### src/rtl/subcounter_cell.sv
`default_nettype none
// ============================================================================
// Module   : subcounter_cell
// Brief    : One slice of a chained shared counter. Optional sticky wrap flag
//            is enabled by defining SUBCOUNTER_WRAP_FLAG_EN.
// Revision : 1.0 - initial release
// ============================================================================
module subcounter_cell #(
  parameter int granularity = 4
) (
  input  logic                   clk,
  input  logic                   rst_n,
  input  logic [1:0]             sub_command_in,
  input  logic [granularity-1:0] load_data_in,
  input  logic                   load_en,
  output logic [granularity-1:0] data_out,
  output logic                   full_out,
  output logic                   wrap_out
);

  localparam logic [1:0] c_CMD_RESET = 2'b00;
  localparam logic [1:0] c_CMD_INCR  = 2'b01;

  logic [granularity-1:0] data_q;
  logic [granularity-1:0] data_d;
  logic                   w_full;

  assign w_full = &data_q;

  always_comb begin
    data_d = data_q;
    if (load_en) begin
      data_d = load_data_in;
    end else if (sub_command_in == c_CMD_RESET) begin
      data_d = '0;
    end else if (sub_command_in == c_CMD_INCR) begin
      data_d = data_q + 1'b1;
    end
  end

  always_ff @(posedge clk or negedge rst_n) begin
    if (!rst_n) begin
      data_q <= '0;
    end else begin
      data_q <= data_d;
    end
  end

`ifdef SUBCOUNTER_WRAP_FLAG_EN
  logic wrap_q;
  logic wrap_d;

  // Load and command-reset clear; only an all-ones increment sets.
  always_comb begin
    wrap_d = wrap_q;
    if (load_en || (sub_command_in == c_CMD_RESET)) begin
      wrap_d = 1'b0;
    end else if ((sub_command_in == c_CMD_INCR) && w_full) begin
      wrap_d = 1'b1;
    end
  end

  always_ff @(posedge clk or negedge rst_n) begin
    if (!rst_n) begin
      wrap_q <= 1'b0;
    end else begin
      wrap_q <= wrap_d;
    end
  end

  assign wrap_out = wrap_q;
`else
  assign wrap_out = 1'b0;
`endif

  assign data_out = data_q;
  assign full_out = w_full;

endmodule
`default_nettype wire

### config.mk
export PLATFORM = sky130hd
export DESIGN_NAME = subcounter_cell
export DESIGN_NICKNAME = d
export VERILOG_FILES = /design/src/rtl/subcounter_cell.sv
export SDC_FILE = /design/constraint.sdc
export NUM_CORES = 1
export LEC_CHECK = 0
export BUFFER_PORTS_ARGS = -buffer_cell sky130_fd_sc_hd__buf_4
export CORE_AREA = 4 4 41 43
export CTS_BUF_LIST = sky130_fd_sc_hd__clkbuf_8
export CTS_CLUSTER_DIAMETER = 150
export DETAILED_ROUTE_END_ITERATION = 12
export DIE_AREA = 0 0 45 47
export GPL_TIMING_DRIVEN = 0
export PLACE_DENSITY_LB_ADDON = 0.2
export SYNTH_ARGS = -nofsm -noshare
export SYNTH_HDL_FRONTEND = slang
export SYNTH_SLANG_ARGS = --single-unit
### constraint.sdc
create_clock -name clk -period 1.23 [get_ports clk]
set_input_delay 0.123 -clock clk [delete_from_list [all_inputs] [get_ports clk]]
set_output_delay 0.123 -clock clk [all_outputs]
set_load 0.02 [all_outputs]
* After elaboration in Yosys (flattened, before gate mapping)
Cells that the tools add are included.
** Operators by class
- $add $sub $neg :: 1
- Equality and inequality tests :: 1
- Muxes and demuxes :: 3
- Reduce and logical (&&, ||, !) cells :: 3
** Operators with widths (number)
- 4-bit 2-to-1 mux :: 3
- 4-bit by 1-bit adder with 4-bit output (second input constant) :: 1
- 4-bit AND reduction :: 1
- 3-bit nonzero test :: 1
- 2-bit by 1-bit == test with 1-bit output (second input constant) :: 1
- 2-bit zero test :: 1
** Storage, ports and cells
- Register bits :: 4
- Word-level logic and storage cells :: 9

* Depth between registers and ports, before layout
- Word-level depth :: 4
- Gate-level depth with buffers :: 4

* Worst setup path before layout
No wires, ideal clock.
- Path type :: register to register
- Start point :: register data_q[0] (netlist: data_out[0])
- End point :: register data_q[2] (netlist: data_out[2])
- Arrival :: 1.209 ns
- Data required time :: 1.101 ns
- Setup slack :: -0.107 ns
- Stages on the path, launching flop included :: 5
- Buffers on the path :: 0
- Period minus slack after synthesis :: 1.337 ns
- Path through :: dfrtp_1 ha_1 and2b_2 a221oi_1 o21ai_0
** On the way
- Longest elaborated chain between the ends :: 4
** Ends and longest elaborated chain
- start, declared :: RTL line 24 : logic [granularity-1:0] data_q;
- start signal, assigned :: RTL line 45 : data_q <= data_d;
- 4-bit by 1-bit adder with 4-bit output :: RTL line 37 : data_d = data_q + 1'b1;
- 4-bit 2-to-1 mux :: RTL line 36 : end else if (sub_command_in == c_CMD_INCR) begin
- 4-bit 2-to-1 mux :: RTL line 34 : end else if (sub_command_in == c_CMD_RESET) begin
- 4-bit 2-to-1 mux :: RTL line 32 : if (load_en) begin
Every way passes these cells. The select of a mux whose other input is x is not followed.
A chain may end at the register's enable or synchronous reset.

* Worst setup path after layout
- Start point :: register data_q[0] (netlist: data_out[0])
- End point :: output full_out
** On the way
- Longest elaborated chain between the ends :: 1
** Ends and longest elaborated chain
- 4-bit AND reduction :: RTL line 28 : assign w_full = &data_q;
- end, declared :: RTL line 17 : output logic full_out,
Every way passes these cells.

==> results.py <==
metrics = {
    "global_route": {
        "grt_use_total": 0.0816,
        "grt.overflow.total": 0,
        "grt_antenna_before_repair": 0,
        "grt_max_degree": 11,
        "grt_pass1_vias": 292,
        "grt_first_pass_wirelength_um": 1150,
    },
    "floorplanning": {
        "fp-row-count": 13,
        "die_x_um": 45,
        "core_area_um2": 1300,
        "pin_count": 15,
        "start_util": 0.199,
        "die_y_um": 47,
        "die_area_um2": 2120,
    },
    "synth": {
        "synth_area_leader_cell": "dfrtp_1",
        "synth-xor-area-share": 0,
        "synth_mux_area_frac": 0.0386,
        "synth_edf_count": 0,
        "syn_inst": 27,
        "ys_warn_count": 0,
        "ys_ff_latch": 4,
        "syn_avg_cell_area_um2": 9.59,
        "synthArstFlopShare": 1.00,
        "yosys-top-cells-count": "dfrtp_1 (4), nand2_1 (3), o21ai_0 (3)",
        "synth_nets": 37,
        "synth_most_common_cell": "dfrtp_1",
        "synth-simple-area-share": 0.324,
        "synth-compound-area-share": 0.140,
        "synthFlopType": "dfrtp_1",
        "synth_area_leaders": "dfrtp_1 (39%), o21ai_0 (5.8%), ha_1 (4.8%)",
        "syn_area_um2": 259,
        "synth_seq_area_share": 0.386,
        "synth-adder-area-share": 0.0483,
        "synth_top_family_by_area": "simple AND/OR/NAND/NOR gates",
        "yosysUniqueCellTypes": 19,
        "yosysTopAreaCellShare": 0.386,
    },
    "critical_path": {
        "setup.worst_path.class": "reg2out",
        "crit_start": "data_out[0]$_DFFE_PN0P_",
        "endpoint_kind": "output port",
        "r2r-end": "data_out[2]$_DFFE_PN0P_",
        "required_ns": 1.11,
        "cp_max_fo": 3,
        "arrival_ns": 1.10,
        "r2r_slack_ns": 0.02,
        "startpoint_type": "flop",
        "reg2reg_from": "data_out[0]$_DFFE_PN0P_",
        "ff2ff_path_depth": 4,
    },
    "routing": {
        "wl_um": 768,
        "avgViaCountPerCell": 4.44,
        "dr.pass1.iters": 4,
        "drc_errors": 0,
        "vias": 275,
        "wl_per_cell_um": 12.4,
        "drt_iter0_drc": 1,
        "ant_nets": 0,
    },
    "cts": {
        "insertion_delay_ns": 0.22,
        "cts_buffers": 3,
        "htreeDepth": 1,
        "cts_buffer_depth": 2,
        "path_clk_slew_ns": 0.03,
        "cts_sinks": 4,
        "cts_root_buf": "clkbuf_8",
        "tritoncts": "built",
    },
    "pwr": {
        "vdd_drop_max_mv": 0.469,
        "powerDensity_nw_per_um2": 1240,
        "finalPower_uw": 589,
        "power_leakage_nw": 0.227,
    },
    "sta": {
        "rsz0062_at_grt": "yes",
        "timing.final.hold_violations": 0,
        "post-route-period-util": 0.996,
        "fin_crit_ns": 1.22,
        "setup_viol": 0,
        "slew_violations": 0,
        "skew_ns": 0.00221,
        "fmax_ghz": 0.817,
    },
    "run_status": {
        "status": "finished, final reports clean",
    },
    "cells_and_area": {
        "drive_above_1_share": 0.617,
        "multi_input_area_um2": 169,
        "area_delta_synth_final_pct": 83.6,
        "fin_cells": 62,
        "antenna_cells": 0,
        "largest_reg_flops": 4,
        "fin_nets": 58,
        "seq_area_um2": 104,
        "fill_cells": 147,
    },
    "min_path": {
        "min_from": "load_data_in[0]",
        "whs_path_depth": 3,
        "holdCritPathClass": "in2reg",
        "hold_path_end": "data_out[0]$_DFFE_PN0P_",
    },
    "place": {
        "portBuffers": 12,
        "globalplace.congestion": 0.723,
        "dp_cells": 54,
    },
    "flow_run": {
        "cap_violations": 0,
    },
}
## final cells by class
type / instances / share of cell area
plain buffers: 2 / 0.0263
clock buffers: 3 / 0.0868
clock inverters: 1 / 0.00789
multi-input cells: 21 / 0.355
flip-flops and latches: 4 / 0.218
well taps: 15 / 0.0395
repair buffers: 16 / 0.266
## critical path, stage by stage (launching register included)
cell	delay [ns]
dfrtp_2	0.42
ha_4	0.17
and3_4	0.17
buf_6	0.12
## repair_timing
item | 4_1_cts | 5_1_grt
hold endpoints to repair | 4 | 0
gates resized for setup | 3 | 0
cloned | 0 | 0
buffers inserted | 3 | 0
endpoints found under the setup margin | 2 | 3
pin swaps | 5 | 0
hold buffers | 1 | 0
## layout by cell type (no fill, tap or decap), drive strengths merged
cell / n
nand3: 2
inv: 1
nand4b: 1
a21oi: 1
and2b: 1
nor2b: 1
conb: 1
and3: 1
or4b: 1
and3b: 2
dfrtp: 4
clkbuf: 3
mux2i: 1
o21ai: 3
a22oi: 1
dlygate4sd3: 1
nand2: 3
ha: 1
a221oi: 1
buf: 17
## kinds of logic (layout without fill, tap and decap cells)
family / Yosys count / count (layout)
multiplexers: 1 / 1
other: 1 / 1
adder cells (fa/ha/maj): 1 / 1
buffers and inverters: 2 / 22
flip-flops: 4 / 4
AO/OA/AOI/OAI: 6 / 6
AND/OR/NAND/NOR: 12 / 12
## how the worst max path moves through the flow
stage,end,slack [ns],cells past startpoint
detailed placement,data_out[2]$_DFFE_PN0P_,-0.03,4
global route,data_out[2]$_DFFE_PN0P_,-0.03,4
floorplan,data_out[2]$_DFFE_PN0P_,-0.02,4
global placement,data_out[2]$_DFFE_PN0P_,-0.02,4
CTS,full_out,0.001,3
finish,full_out,0.005,3
## through the flow
step / setup WS (ns) / instance area, µm² / utilization / TNS, ns / hold WS (ns)
after global placement: -0.0213 / 380 / 0.292 / -0.0213 / -0.0766
after global routing: -0.0324 / 475 / 0.365 / -0.0681 / 0.131
final: 0.00526 / 475 / 0.365 / 0 / 0.118
after floorplan: -0.0236 / 272 / - / -0.0236 / -0.173
after detailed placement: -0.0349 / 380 / 0.292 / -0.0349 / -0.0762
after CTS: 0.00101 / 475 / 0.365 / 0 / 0.117
## routing by layer
layer	global-route usage	wire, µm
met4	0.0877	4
met2	0.124	352
met5	0	0
met3	0.0383	73
met1	0.0778	338
## where the power goes
group          total [mW]  leakage [nW]  switching [mW]  internal [mW]
registers           0.166        0.0457          0.0179          0.148
clock network       0.285        0.0269          0.0724          0.213
logic               0.138         0.154          0.0620         0.0763
total               0.589         0.227           0.152          0.437
No activity file was read; power rests on OpenSTA's default activity.
